[src/rtl/video_pkg.sv]
// Shared definitions for the video subsystem: default VRAM geometry and the
// VRAM arbiter state encoding.
package video_pkg;

    localparam int VRAM_ADDR_W = 14;
    localparam int VRAM_DATA_W = 16;
    localparam int LINE_WORDS  = 80;

    typedef enum logic [1:0] {
        ST_IDLE      = 2'd0,
        ST_FETCH     = 2'd1,
        ST_CPU_ISSUE = 2'd2,
        ST_CPU_ACK   = 2'd3
    } vram_arb_state_t;

endpackage

[src/rtl/vram_arbiter.sv]
// Arbitrates the single-port VRAM between scanline fetch (priority) and the
// CPU bus bridge, with forced CPU slots between fetch bursts.
module vram_arbiter
    import video_pkg::*;
#(
    parameter int ADDR_W    = VRAM_ADDR_W,
    parameter int DATA_W    = VRAM_DATA_W,
    parameter int FETCH_LEN = LINE_WORDS,
    parameter int BURST     = 8
) (
    input  logic                         clk,
    input  logic                         reset_n,
    input  logic                         line_start,
    input  logic [ADDR_W-1:0]            line_base,
    output logic                         fetch_wr_en,
    output logic [$clog2(FETCH_LEN)-1:0] fetch_wr_idx,
    output logic [DATA_W-1:0]            fetch_wr_data,
    output logic                         fetch_done,
    output logic                         fetch_overrun,
    input  logic                         cpu_req,
    input  logic                         cpu_we,
    input  logic [ADDR_W-1:0]            cpu_addr,
    input  logic [DATA_W-1:0]            cpu_wdata,
    input  logic [1:0]                   cpu_be,
    output logic                         cpu_ack,
    output logic [DATA_W-1:0]            cpu_rdata,
    output logic                         mem_cs,
    output logic                         mem_we,
    output logic [ADDR_W-1:0]            mem_addr,
    output logic [DATA_W-1:0]            mem_wdata,
    output logic [3:0]                   mem_maskwe,
    input  logic [DATA_W-1:0]            mem_rdata
);

    localparam int IDX_W  = $clog2(FETCH_LEN);
    localparam int BCNT_W = $clog2(BURST + 1);
    localparam logic [IDX_W-1:0]  LAST_IDX = IDX_W'(FETCH_LEN - 1);
    localparam logic [BCNT_W-1:0] BURST_C  = BCNT_W'(BURST);
    localparam logic [BCNT_W-1:0] BURST_M1 = BCNT_W'(BURST - 1);

    vram_arb_state_t   state_q, state_d;
    logic [ADDR_W-1:0] base_q, base_d;
    logic [ADDR_W-1:0] pend_base_q, pend_base_d;
    logic [IDX_W-1:0]  idx_q, idx_d;
    logic [BCNT_W-1:0] burst_q, burst_d;
    logic              armed_q, armed_d;
    logic              pend_q, pend_d;
    logic              resume_q, resume_d;
    logic              wr_valid_q, wr_last_q;
    logic [IDX_W-1:0]  wr_idx_q;

    logic cpu_pending;
    logic fetch_busy;
    logic in_fetch;
    logic in_issue;

    assign in_fetch    = (state_q == ST_FETCH);
    assign in_issue    = (state_q == ST_CPU_ISSUE);
    assign cpu_pending = cpu_req && armed_q;
    assign fetch_busy  = in_fetch || resume_q;

    always_comb begin
        state_d     = state_q;
        base_d      = base_q;
        pend_base_d = pend_base_q;
        idx_d       = idx_q;
        burst_d     = burst_q;
        pend_d      = pend_q;
        resume_d    = resume_q;

        // Re-arm only once the request has been seen low, so a request still
        // held through its ack cycle is not serviced a second time.
        if (state_q == ST_CPU_ACK) begin
            armed_d = 1'b0;
        end else if (!cpu_req) begin
            armed_d = 1'b1;
        end else begin
            armed_d = armed_q;
        end

        case (state_q)
            ST_IDLE: begin
                if (line_start) begin
                    state_d = ST_FETCH;
                    base_d  = line_base;
                    idx_d   = '0;
                    burst_d = '0;
                end else if (cpu_pending) begin
                    state_d = ST_CPU_ISSUE;
                end
            end
            ST_FETCH: begin
                idx_d = idx_q + 1'b1;
                if (burst_q != BURST_C) begin
                    burst_d = burst_q + 1'b1;
                end
                // The count includes this cycle's issue, so a CPU slot follows
                // the BURST-th consecutive read.
                if (idx_q == LAST_IDX) begin
                    idx_d   = '0;
                    state_d = cpu_pending ? ST_CPU_ISSUE : ST_IDLE;
                end else if (cpu_pending && (burst_q >= BURST_M1)) begin
                    state_d  = ST_CPU_ISSUE;
                    resume_d = 1'b1;
                end
            end
            ST_CPU_ISSUE: begin
                state_d = ST_CPU_ACK;
                if (line_start && !resume_q) begin
                    pend_d      = 1'b1;
                    pend_base_d = line_base;
                end
            end
            ST_CPU_ACK: begin
                if (resume_q) begin
                    state_d  = ST_FETCH;
                    burst_d  = '0;
                    resume_d = 1'b0;
                end else if (pend_q || line_start) begin
                    state_d = ST_FETCH;
                    base_d  = line_start ? line_base : pend_base_q;
                    idx_d   = '0;
                    burst_d = '0;
                    pend_d  = 1'b0;
                end else begin
                    state_d = ST_IDLE;
                end
            end
            default: state_d = ST_IDLE;
        endcase
    end

    always_ff @(posedge clk or negedge reset_n) begin
        if (!reset_n) begin
            state_q     <= ST_IDLE;
            base_q      <= '0;
            pend_base_q <= '0;
            idx_q       <= '0;
            burst_q     <= '0;
            armed_q     <= 1'b1;
            pend_q      <= 1'b0;
            resume_q    <= 1'b0;
            wr_valid_q  <= 1'b0;
            wr_last_q   <= 1'b0;
            wr_idx_q    <= '0;
        end else begin
            state_q     <= state_d;
            base_q      <= base_d;
            pend_base_q <= pend_base_d;
            idx_q       <= idx_d;
            burst_q     <= burst_d;
            armed_q     <= armed_d;
            pend_q      <= pend_d;
            resume_q    <= resume_d;
            wr_valid_q  <= in_fetch;
            wr_last_q   <= in_fetch && (idx_q == LAST_IDX);
            wr_idx_q    <= idx_q;
        end
    end

    // Write-back trails each fetch issue by the SPRAM's one-cycle read latency.
    assign fetch_wr_en   = wr_valid_q;
    assign fetch_wr_idx  = wr_idx_q;
    assign fetch_wr_data = wr_valid_q ? mem_rdata : '0;
    assign fetch_done    = wr_valid_q && wr_last_q;
    assign fetch_overrun = line_start && fetch_busy;

    assign mem_cs     = in_fetch || in_issue;
    assign mem_we     = in_issue && cpu_we;
    assign mem_addr   = in_fetch ? (base_q + ADDR_W'(idx_q)) :
                        in_issue ? cpu_addr : '0;
    assign mem_wdata  = (in_issue && cpu_we) ? cpu_wdata : '0;
    assign mem_maskwe = in_issue ? {cpu_be[1], cpu_be[1], cpu_be[0], cpu_be[0]} : 4'b0000;

    assign cpu_ack   = (state_q == ST_CPU_ACK);
    assign cpu_rdata = (cpu_ack && !cpu_we) ? mem_rdata : '0;

endmodule

[config.mk]
export PLATFORM = sky130hd
export DESIGN_NAME = vram_arbiter
export DESIGN_NICKNAME = d
export VERILOG_FILES = /design/src/rtl/video_pkg.sv /design/src/rtl/vram_arbiter.sv
export SDC_FILE = /design/constraint.sdc
export NUM_CORES = 1
export LEC_CHECK = 0
export CAP_MARGIN = 40
export CORE_MARGIN = 2
export CORE_UTILIZATION = 39
export CTS_CLUSTER_DIAMETER = 40
export DETAILED_ROUTE_END_ITERATION = 8
export GPL_ROUTABILITY_DRIVEN = 0
export PLACE_DENSITY = 0.8
export SLEW_MARGIN = 20
export SYNTH_ARGS = -nofsm -noshare
export SYNTH_HDL_FRONTEND = slang
export SYNTH_SLANG_ARGS = --single-unit
[constraint.sdc]
create_clock -name clk -period 2.5 [get_ports clk]
set_input_delay 0.75 -clock clk [delete_from_list [all_inputs] [get_ports clk]]
set_output_delay 0.75 -clock clk [all_outputs]
set_load 0.03 [all_outputs]
After elaboration in Yosys (flattened, before gate mapping)
Index checks and enable logic that the tools add are counted.
{"block": "totals", "regBits": 53, "latchBits": 0, "ramBits": 0, "mem_bits_ro": 0, "inputBits": 67, "memories": 0}
{"block": "classes", "addsub": 3, "n_mul": 0, "div_mod_pow": 0, "magnitude_cmp": 1, "n_eq_ne": 16, "shifts": 0, "n_mux": 38, "n_bitwise": 0, "n_reduce_logical": 25}
{"cell": "14-bit 2-to-1 mux", "n": 6}
{"cell": "16-bit 2-to-1 mux", "n": 3}
{"cell": "7-bit 2-to-1 mux", "n": 4}
{"cell": "14-bit one-hot mux with 2 select lines", "n": 1}
{"cell": "7-bit one-hot mux with 3 select lines", "n": 1}
{"cell": "4-bit 2-to-1 mux", "n": 5}
{"cell": "4-bit AND reduction", "n": 4}
{"cell": "14-bit by 7-bit adder with 14-bit output", "n": 1}
{"cell": "4-bit one-hot mux with 3 select lines", "n": 1}
{"cell": "2-bit 2-to-1 mux", "n": 5}
{"cell": "2-bit by 1-bit inequality test with 1-bit output (second input constant)", "n": 5}
{"cell": "1-bit 2-to-1 mux", "n": 9}
{"cell": "1-bit logical AND", "n": 8}
{"cell": "2-bit one-hot mux with 4 select lines", "n": 1}
{"cell": "7-bit by 1-bit adder with 7-bit output (second input constant)", "n": 1}
{"cell": "7-bit == test (second input constant)", "n": 1}
{"cell": "2-bit inequality test (second input constant)", "n": 3}
{"cell": "3-bit by 1-bit inequality test with 1-bit output (second input constant)", "n": 2}
{"cell": "2-bit nonzero test", "n": 3}
{"cell": "4-bit by 1-bit adder with 4-bit output (second input constant)", "n": 1}
{"cell": "2-bit == test (second input constant)", "n": 2}
{"cell": "4-bit by 3-bit greater-or-equal comparator with 1-bit output (second input constant)", "n": 1}
{"cell": "4-bit inequality test (second input constant)", "n": 1}
{"cell": "1-bit one-hot mux with 2 select lines", "n": 2}
{"cell": "other kinds (8)", "n": 12}

Logic depth before layout (Yosys ltp)
{"block": "logic_depth", "ltp_word": 5, "ltp_mapped": 8}

Worst setup path before layout
OpenSTA, ideal clock, no wires.
{"block": "synth_timing", "path_type": "register to output", "from": "reg idx_q[0]", "to": "out mem_addr[6]", "t_arrival_ns": 2.381, "t_required_ns": 1.750, "setup_slack_ns": -0.631, "stages_incl_launch_ff": 8, "n_path_buf": 0, "path_cell_list": "dfrtp_1 > ha_1 > fa_1 > a211oi_1 > o21ai_0 > a21oi_1 > xor2_1 > o21ai_0"}
{"block": "synth_between", "elab_chain_len": 2}
{"item": "start: declaration", "line": "vram_arbiter.sv:44", "rtl": "logic [IDX_W-1:0] idx_q, idx_d;"}
{"item": "start signal: assignment", "line": "vram_arbiter.sv:150", "rtl": "idx_q <= idx_d;"}
{"item": "14-bit by 7-bit adder with 14-bit output", "line": "vram_arbiter.sv:170", "rtl": "assign mem_addr = in_fetch ? (base_q + ADDR_W'(idx_q)) :"}
{"item": "14-bit 2-to-1 mux", "line": "vram_arbiter.sv:170"}
{"item": "end: declaration", "line": "vram_arbiter.sv:29", "rtl": "output logic [ADDR_W-1:0] mem_addr,"}
No other way between the ends.

Final worst setup path
{"block": "layout_timing", "from": "reg idx_q[0]", "to": "out mem_addr[12]"}
Same word-level chain as after synthesis.

==> flow_summary.ini <==
[status]
status = finished with violations
violations = setup timing

[die]
die_x_um = 96.22
die_y_um = 96.22
ioPinCount = 146
core_area_um2 = 8217
die_area_um2 = 9258
start_util_pct = 40.37
num_rows = 33

[pwr]
powerDensity_nw_per_um2 = 1101
leakage_nw = 2.528
peakVddDrop_mv = 0.5543

[synthesis]
synth_seq_area_share_pct = 40.02
synth.area.top_cells = dfrtp_1 (39%), and2_1 (7.2%), ha_1 (5.3%), mux2_2 (5.1%), a21oi_1 (4.5%)
synth_edf_count = 0
netlist.area_leader.share_pct = 39.23
syn_nets = 440
synthFlopType = dfrtp_1
synthArstFlopShare_pct = 100.0
yosysWarningCount = 0
yosys.area.top_type = dfrtp_1
syn_area_per_cell_um2 = 9.265
yosys.cell_count.top_type = dfrtp_1
syn-instance-count = 358
netlist_area_um2 = 3317
yosysUniqueCellTypes = 52
synth-seq-cells = 53
synth_common_cells = dfrtp_1 (52), and2_1 (38), a21oi_1 (30), nand2_1 (25), o21ai_0 (24)

[timing]
fin_skew_ns = 0.008560
worst_pin_slew_ns = 0.5363
relSlewSlack_pct = 63.86
slew_viol_final = 0
fin_crit_sh_pct = 123.5
hold_viol = 0
finalSetupTns_ns = -4.478
setup_violations = 12
holdWs_ns = 0.3904
min_period_ns = 3.087
layout_setup_ws_ns = -0.5870
rsz0062_at_grt = true
fmax_mhz = 323.9

[finish]
drive_gt1_share_pct = 31.65
final_nets = 615
regArea_um2 = 1329
finalInstanceArea_um2 = 5321
fillCellCount = 660
multi_input_area_um2 = 2057
finish.utilization_pct = 64.76
syn2layout_area_growth_pct = 60.43
antennaDiodeCount = 0

[clock_tree]
htree_levels = 2
path_clk_slew_ns = 0.10
cts.sinks = 53
clkLatencyLatePin_ns = 0.31
cts_tree = done
clock_path_buffers = 2
cts_buffers = 5
cts_root_buffer = clkbuf_8

[job]
maxCapViolations = 0

[routing]
wl_met3_um = 887
vias_per_cell = 5.194
routed.top_layer = met4
ant_nets = 0
wl_um = 9793
drt_iter0_drc = 158
wl_met2_um = 5051
vias = 3319
wire_per_inst_um = 15.33
firstDrtPassIters = 4
wl_met1_um = 3714
drc = 0

[placed_design]
dp_hpwl_um = 7477
post_dp_cell_area_um2 = 4986
place_ws_ns = -0.4359
io_buffers = 145

[global_routing]
grt_first_pass_wirelength_um = 14860
grt_start_max_net_pins = 29
grt_remaining_overflow = 0
antenna_found_initial = 0
grt_pass1_vias = 3174
grt.total_usage_pct = 20.62

[worst_setup_path]
arrival_ns = 2.34
reg2reg_slack_ns = 0.44
cp.required_ns = 1.75
reg2reg_depth = 6
critPathKind = register to output port
crit_path_end_kind = output port
path_max_fanout = 2
cp-start-kind = register

[hold_path]
hp-class = input port to asynchronous set/reset pin
[layout by cell type (no fill, tap or decap), types with 4 or more instances in the layout]
| cell type | count |
|---|---|
| inv_1 | 14 |
| and2_1 | 38 |
| and3_1 | 19 |
| nor2_1 | 21 |
| clkbuf_8 | 5 |
| nand2_1 | 25 |
| a21oi_1 | 24 |
| xor2_1 | 7 |
| clkdlybuf4s50_1 | 74 |
| buf_6 | 10 |
| dfrtp_1 | 51 |
| ha_1 | 7 |
| buf_12 | 4 |
| ha_4 | 5 |
| nand3_1 | 8 |
| buf_4 | 95 |
| mux2i_1 | 15 |
| mux2_2 | 15 |
| o21ai_1 | 5 |
| o21ai_2 | 8 |
| o21ai_0 | 11 |
[through the flow]
step | instances | power (W)
global placement | 623 | 0.004976
detailed placement | 623 | 0.005071
CTS | 639 | 0.005757
global route | 639 | 0.006244
finish | 639 | 0.005858
floorplan | 358 | 0.003720
[kinds of logic (layout without fill, tap and decap cells)]
family | after synthesis | in the layout | synth area share (%)
AND/OR/NAND/NOR | 133 | 134 | 21.28
adder cells (fa/ha/maj) | 15 | 15 | 5.885
AO/OA/AOI/OAI | 84 | 84 | 16.26
buffers and inverters | 33 | 208 | 4.300
XOR/XNOR | 10 | 10 | 2.641
flip-flops | 53 | 53 | 40.02
multiplexers | 30 | 30 | 9.619
[metal layers]
metal  vias to the layer above  global-route usage, %
li1                       1604                      -
met1                      1569                  22.86
met2                       132                  38.89
met3                        14                  4.307
met4                         0                  6.548
met5                         -                      0
[registers in the layout, summed over array words and instances, names as in the netlist]
register and flops:
pend_base_q 14, fetch_wr_en 1, idx_q 7, pend_q 1, fetch_wr_idx 7, base_q 14
resume_q 1, armed_q 1, burst_q 4, wr_last_q 1, state_q 2
[power breakdown]
group / switching, W / internal, W
Sequential: 0.000249 / 0.00118
Clock: 0.000285 / 0.000195
Combinational: 0.00217 / 0.00178
[critical path, cell delays in order, from the launching register on]
cell and delay, ns:
dfrtp_1 0.40, ha_2 0.21, fa_2 0.38, a211oi_2 0.25, o211ai_1 0.17, nand4_1 0.16, xor2_1 0.24, o21ai_2 0.08
buf_6 0.14
[worst paths after layout]
path / from / endpoint
max in group asynchronous: reset_n / armed_q$_DFFE_PN1P_
worst min register to register: armed_q$_DFFE_PN1P_ / armed_q$_DFFE_PN1P_
min in group clk: armed_q$_DFFE_PN1P_ / armed_q$_DFFE_PN1P_
worst max register to register: idx_q[1]$_DFFE_PN0P_ / state_q[1]$_DFFE_PN0P_
worst min-delay path: reset_n / pend_base_q[8]$_DFFE_PN0P_
worst max-delay path: idx_q[0]$_DFFE_PN0P_ / mem_addr[12]
[final cells by class]
class / count / area share, %
clock buffer: 6 / 1.364
clock inverter: 2 / 0.1881
inverter: 14 / 0.9875
multi-input combinational: 273 / 38.66
sequential: 53 / 24.97
tap: 105 / 2.469
timing repair buffer: 186 / 31.37
[timing repair]
item / 4_1_cts / 5_1_grt
pin swaps: 18 / 12
setup buffers: 7 / 2
cloned: 1 / 0
setup endpoints to repair: 48 / 27
hold buffers: 0 / 0
resized for setup: 30 / 12
No activity file was read; power rests on OpenSTA's default activity.
